--- config.mk ---
export PLATFORM = sky130hd
export DESIGN_NAME = ramen_shop
export DESIGN_NICKNAME = d
export VERILOG_FILES = /design/src/rtl/ramen_shop.sv
export SDC_FILE = /design/constraint.sdc
export NUM_CORES = 1
export LEC_CHECK = 0
export ABC_CLOCK_PERIOD_IN_PS = 27400
export BUFFER_PORTS_ARGS = -buffer_cell sky130_fd_sc_hd__buf_2
export CAP_MARGIN = 5
export CORE_UTILIZATION = 69
export DETAILED_ROUTE_END_ITERATION = 8
export HOLD_SLACK_MARGIN = 0.06
export PLACE_DENSITY = 0.85
export SLEW_MARGIN = 20
export SYNTH_ARGS = -nofsm -noshare
export SYNTH_HDL_FRONTEND = slang
export SYNTH_SLANG_ARGS = --single-unit
--- constraint.sdc ---
create_clock -name clk -period 27.4 [get_ports clk]
set_clock_uncertainty 0.05 [all_clocks]
set_input_delay 8.22 -clock clk [delete_from_list [all_inputs] [get_ports clk]]
set_output_delay 8.22 -clock clk [all_outputs]
set_load 0.05 [all_outputs]
--- src/rtl/ramen_shop.sv ---
// Ramen shop order/restock controller: stock bookkeeping, per-type sales counters
// and an end-of-session summary.
//
// state   | meaning
// --------+--------------------------------------------------------------
// IDLE    | waiting for an order; restocks are applied from here
// ORD_IN  | order in progress; portion captured while in_valid is high
// ORD_RES | order result presented on out_valid_order/success
// SUM     | session summary presented on out_valid_tot
module ramen_shop #(
   parameter int CNT_W       = 7,
   parameter int STOCK_W     = 16,
   parameter int NOODLE_INIT = 12000,
   parameter int BROTH_INIT  = 41000,
   parameter int TONK_INIT   = 9000,
   parameter int MISO_INIT   = 1000,
   parameter int SOY_INIT    = 1500
) (
   input  logic                 clk,
   input  logic                 rst_n,
   input  logic                 in_valid,
   input  logic                 cmd,
   input  logic [1:0]           ramen_type,
   input  logic                 portion,
   input  logic [2:0]           item,
   input  logic [STOCK_W-1:0]   amount,
   input  logic                 selling,
   output logic                 out_valid_order,
   output logic                 success,
   output logic                 out_valid_tot,
   output logic [4*CNT_W-1:0]   sold_num,
   output logic [CNT_W+9:0]     total_gain
);

   localparam int GW = CNT_W + 10;

   typedef enum logic [1:0] {
      IDLE    = 2'd0,
      ORD_IN  = 2'd1,
      ORD_RES = 2'd2,
      SUM     = 2'd3
   } state_t;

   state_t state_q, state_d;

   // Stock index matches the restock item code.
   logic [STOCK_W-1:0] stock [5];
   logic [CNT_W-1:0]   cnt [4];
   logic [1:0]         type_q;
   logic               portion_q;
   logic               ok_q;
   logic               sell_q;

   logic [9:0]         req [5];
   logic               enough;
   logic               ord_done;
   logic               restock;
   logic               reload;
   logic [STOCK_W:0]   rs_sum [5];
   logic [STOCK_W-1:0] init_val [5];

   always_comb begin
      init_val[0] = STOCK_W'(NOODLE_INIT);
      init_val[1] = STOCK_W'(BROTH_INIT);
      init_val[2] = STOCK_W'(TONK_INIT);
      init_val[3] = STOCK_W'(MISO_INIT);
      init_val[4] = STOCK_W'(SOY_INIT);
   end

   // Recipe requirements in stock order: noodle, broth, tonkotsu, miso, soy.
   always_comb begin
      req[0] = portion_q ? 10'd150 : 10'd100;
      req[1] = 10'd0;
      req[2] = 10'd0;
      req[3] = 10'd0;
      req[4] = 10'd0;
      case (type_q)
         2'd0: begin
            req[1] = portion_q ? 10'd500 : 10'd300;
            req[2] = portion_q ? 10'd200 : 10'd150;
         end
         2'd1: begin
            req[1] = portion_q ? 10'd500 : 10'd300;
            req[2] = portion_q ? 10'd150 : 10'd100;
            req[4] = portion_q ? 10'd50  : 10'd30;
         end
         2'd2: begin
            req[1] = portion_q ? 10'd650 : 10'd400;
            req[3] = portion_q ? 10'd50  : 10'd30;
         end
         default: begin
            req[1] = portion_q ? 10'd500 : 10'd300;
            req[2] = portion_q ? 10'd100 : 10'd70;
            req[3] = portion_q ? 10'd25  : 10'd15;
            req[4] = portion_q ? 10'd25  : 10'd15;
         end
      endcase
   end

   always_comb begin
      enough = 1'b1;
      for (int i = 0; i < 5; i++) begin
         if (stock[i] < STOCK_W'(req[i])) enough = 1'b0;
         rs_sum[i] = {1'b0, stock[i]} + {1'b0, amount};
      end
   end

   assign ord_done = (state_q == ORD_IN) && !in_valid;
   // The second cycle of an order has cmd undefined, so restocks are ignored in ORD_IN.
   assign restock  = in_valid && cmd && (state_q != ORD_IN);
   assign reload   = (selling && !sell_q) || (state_q == SUM);

   always_comb begin
      state_d = state_q;
      case (state_q)
         IDLE:    if (in_valid && !cmd) state_d = ORD_IN;
         ORD_IN:  if (!in_valid)        state_d = ORD_RES;
         ORD_RES: state_d = selling ? IDLE : SUM;
         SUM:     state_d = IDLE;
         default: state_d = IDLE;
      endcase
   end

   always_ff @(posedge clk or negedge rst_n) begin
      if (!rst_n) begin
         state_q   <= IDLE;
         sell_q    <= 1'b0;
         type_q    <= 2'd0;
         portion_q <= 1'b0;
         ok_q      <= 1'b0;
         for (int i = 0; i < 5; i++) stock[i] <= '0;
         for (int j = 0; j < 4; j++) cnt[j] <= '0;
      end else begin
         state_q <= state_d;
         sell_q  <= selling;
         if ((state_q == IDLE) && in_valid && !cmd) type_q <= ramen_type;
         if ((state_q == ORD_IN) && in_valid) portion_q <= portion;
         if (ord_done) ok_q <= enough;
         // Session start and summary exit both reload, overriding any concurrent update.
         if (reload) begin
            for (int i = 0; i < 5; i++) stock[i] <= init_val[i];
            for (int j = 0; j < 4; j++) cnt[j] <= '0;
         end else if (ord_done && enough) begin
            for (int i = 0; i < 5; i++) stock[i] <= stock[i] - STOCK_W'(req[i]);
            for (int j = 0; j < 4; j++)
               if ((type_q == 2'(j)) && (cnt[j] != '1)) cnt[j] <= cnt[j] + 1'b1;
         end else if (restock) begin
            for (int i = 0; i < 5; i++)
               if (item == 3'(i))
                  stock[i] <= rs_sum[i][STOCK_W] ? '1 : rs_sum[i][STOCK_W-1:0];
         end
      end
   end

   always_comb begin
      out_valid_order = (state_q == ORD_RES);
      success         = (state_q == ORD_RES) && ok_q;
      out_valid_tot   = (state_q == SUM);
      sold_num        = '0;
      total_gain      = '0;
      if (state_q == SUM) begin
         sold_num   = {cnt[0], cnt[1], cnt[2], cnt[3]};
         total_gain = GW'(200) * (GW'(cnt[0]) + GW'(cnt[2]))
                    + GW'(250) * (GW'(cnt[1]) + GW'(cnt[3]));
      end
   end

endmodule

==> summary.md <==
| Metric | Value |
|---|---|
| Clk_lat worst skew | `0.43 ns` |
| Die X-Extent | `145.9 um` |
| WP buf/inv | `4` |
| Initial core utilization | `0.7061` |
| Drt first-iter violations | `1,021` |
| Post-CTS Resized | `0` |
| Die Ht | `145.9 um` |
| Routed Antenna Nets | `0` |
| Yosys synthesis warning count | `0` |
| Register area share after synthesis | `0.2014` |
| Post-layout worst setup margin | `11.78 ns` |
| Fin crit period | `15.62 ns` |
| Final WL | `41.00 mm` |
| Rows | `52` |
| Synth Flop Type | `dfrtp_1` |
| Post-synth EDFFs | `0` |
| CP required | `19.13 ns` |
| Worst IR drop on VDD | `59.80 uV` |
| RSZ-0062 raised after global routing | `false` |
| Clk buf depth | `2` |
| Gr ovfl total | `0` |
| Global-route wire length before repair | `66.30 mm` |
| Vias | `13,660` |
| Htree depth | `4` |
| Pre-CTS WS | `12.30 ns` |
| Layout area overhead | `8.100%` |
| Met2 Routed Length | `19.34 mm` |
| Vias in the first global route | `13,450` |
| TritonCTS clock tree | `yes` |
| CP max-delay cell | `fa_1` |
| Slew HR | `0.3144` |
| Die area | `0.02129 sq mm` |
| Cell Pwr Density | `83.60 mW/mm^2` |
| Crit path arrival time | `7.35 ns` |
| Hold WC Path Type | `register to register` |
| Hold buffers post-CTS | `0` |
| WS Path Type | `register to primary output` |
| ANT cells | `0` |
| Total GRT Usage | `0.3900` |
| Initial antenna violation count | `0` |
| Syn Inst Count | `1,739` |
| Number of max-cap violations | `0` |
| Syn Nets | `2,012` |
| Port Buf Inserts | `73` |
| Final hold vios | `0` |
| Area of the multi-input gates | `0.01074 sq mm` |
| Via density per instance | `6.601` |
| FMAX | `0.06403 GHz` |
| Distinct cells, synth | `78` |
| Cell mode on critical path | `fa_1` |
| Post-DP HPWL | `29.58 mm` |
| Layout cell share with drive strength beyond 1 | `0.08338` |
| CTS Buf Count | `17` |
| WL/cell | `19.81 um` |
| Final Util | `0.7633` |
| Seq cells post-synth | `115` |
| # IOs | `75` |
| DRC | `0` |
| Clock root cell | `clkbuf_16` |
| Synth async-reset ratio | `1.000` |
| Slowest stage delay, CP | `0.63 ns` |
| Register Area | `0.002878 sq mm` |
| Clock-pin slew on the worst setup and hold paths | `0.07 ns` |
| Filler cells | `1,460` |
| Worst Tran Pin Value | `1.024 ns` |
| M1 WL | `15.93 mm` |
| Post-synthesis cell area | `0.01429 sq mm` |
| Met3 routed WL | `3.423 mm` |
| Sink Count | `115` |
| Fin Setup TNS | `0 ns` |
| Setup bufs post-CTS | `0` |
| LEAKAGE | `7.563 nW` |
| Setup Viol. Count Final | `0` |
| Maximum net fanout on the critical path | `5` |
| Largest net degree at the start of global routing | `81` |
| GP Congestion | `0.9620` |
| Total iterations of the first detailed-routing run | `7` |
| Final worst-path cycle share | `0.5700` |
| Top delay family on crit path | `adder cells` |
| Worst setup EP type | `primary output` |
| Avg Cell Area, Syn | `8.216 sq um` |
| Highest routed metal layer | `met4` |
| Core Box Area | `0.02023 sq mm` |
| Worst Setup Start Kind | `register` |
| Status | `finished clean` |
| Final nets | `2,059` |
| Max-slew violations | `0` |
[synth_stat cells (8+ instances only)]
cell type    n  area share
o221ai_1    19       0.012
o21a_1      28       0.015
nand2_1    102       0.027
buf_2       10      0.0035
a31oi_1     21      0.0092
or3_1       21      0.0092
o21ai_0     97       0.034
clkbuf_1    39       0.010
or4_1        8      0.0042
nand3_1     28      0.0098
xnor2_1     94       0.058
or2_2       12      0.0053
dfrtp_1    115        0.20
o21bai_1    19       0.010
nand4_1     15      0.0066
o31ai_1     12      0.0063
inv_1      117       0.031
nor2b_1     28       0.012
fa_1        32       0.045
ha_1       214        0.19
xor2_1      39       0.024
and3_1      50       0.022
o22ai_1      8      0.0035
a21o_1      43       0.023
nor3_1      53       0.019
nor4_1      12      0.0053
o31a_1      10      0.0061
o211ai_1    18      0.0095
a211oi_1    13      0.0068
a21oi_1    138       0.048
nor2_1     157       0.041
nand2b_1    36       0.016
[stage by stage]
stage / power [mW] / instance area [sq um] / hold slack [ns] / instances
floorplan: 0.8611 / 14290 / 0.3872 / 1739
global placement: 0.9967 / 14830 / 0.4058 / 2037
detailed placement: 1.025 / 14830 / 0.4265 / 2037
CTS: 1.274 / 15440 / 0.4431 / 2069
global route: 1.384 / 15440 / 0.4735 / 2069
finish: 1.291 / 15440 / 0.4371 / 2069
[report_power, final]
part	leakage [nW]	switching [mW]	total [mW]	internal, mW
Combinational	5.83	0.447	0.781	0.333
Sequential	1.43	0.0601	0.272	0.212
Clock	0.299	0.100	0.239	0.139
Total	7.56	0.607	1.29	0.684
[area by class of cell]
type | instances | area share
multi-input combinational | 1453 | 0.6954
sequential | 115 | 0.1863
timing repair buffer | 82 | 0.02843
inverter | 117 | 0.02843
clock buffer | 17 | 0.02754
tap | 270 | 0.02187
clock inverter | 15 | 0.01199
[metal layers]
metal  up-vias  track usage
met1      6455       0.4647
li1       6425            -
met5         -            0
met3       153      0.06771
met2       625       0.6569
met4         0       0.2389
[layout by cell type (no fill, tap or decap), types with 36 or more instances in the layout]
master | Yosys | final
a21o_1 | 43 | 43
a21oi_1 | 138 | 138
and3_1 | 50 | 50
buf_2 | 10 | 72
dfrtp_1 | 115 | 115
ha_1 | 214 | 214
inv_1 | 117 | 117
nand2_1 | 102 | 102
nand2b_1 | 36 | 36
nor2_1 | 157 | 157
nor3_1 | 53 | 53
o21ai_0 | 97 | 97
xnor2_1 | 94 | 94
xor2_1 | 39 | 39
[flip-flops by register name (all words and copies together), names as in the netlist]
signal	flops
stock	80
cnt	28
state_q	2
type_q	2
ok_q	1
portion_q	1
sell_q	1
[final timing paths]
path                                 from  depth (start not counted)              to  slack, ns
worst max-delay path               cnt[0]                         25  total_gain[15]      11.78
worst min-delay path                 ok_q                          2            ok_q       0.44
worst max register to register  type_q[1]                         14       stock[40]      21.96
worst min register to register       ok_q                          2            ok_q       0.44
max in group asynchronous           rst_n                          2       stock[19]      18.42
min in group asynchronous           rst_n                          1          cnt[6]       7.73
[worst reg2reg max path: stages, from the launching register on]
cell and delay [ns]:
dfrtp_1 0.68, nand2b_1 0.39, inv_1 0.42, ha_1 0.38, nand2_1 0.10, ha_1 0.25
or3_1 0.39, or4_1 0.44, nand3b_1 0.19, and4_1 0.33, nand2_2 0.22, buf_4 0.72
mux2_2 0.44, o221ai_1 0.21, nand2_1 0.09
[kinds of logic after synthesis]
kind of cell | share of synthesized area
and+or+nand+nor | 0.1960
xor gates and xnor gates | 0.08153
muxes | 0.01042
AOI/OAI and AO/OA | 0.2305
adders and majority gates | 0.2322
other | 0.0002625
buffers and inverters | 0.04764
DFF | 0.2014
Power figures use the tool's default switching activity.
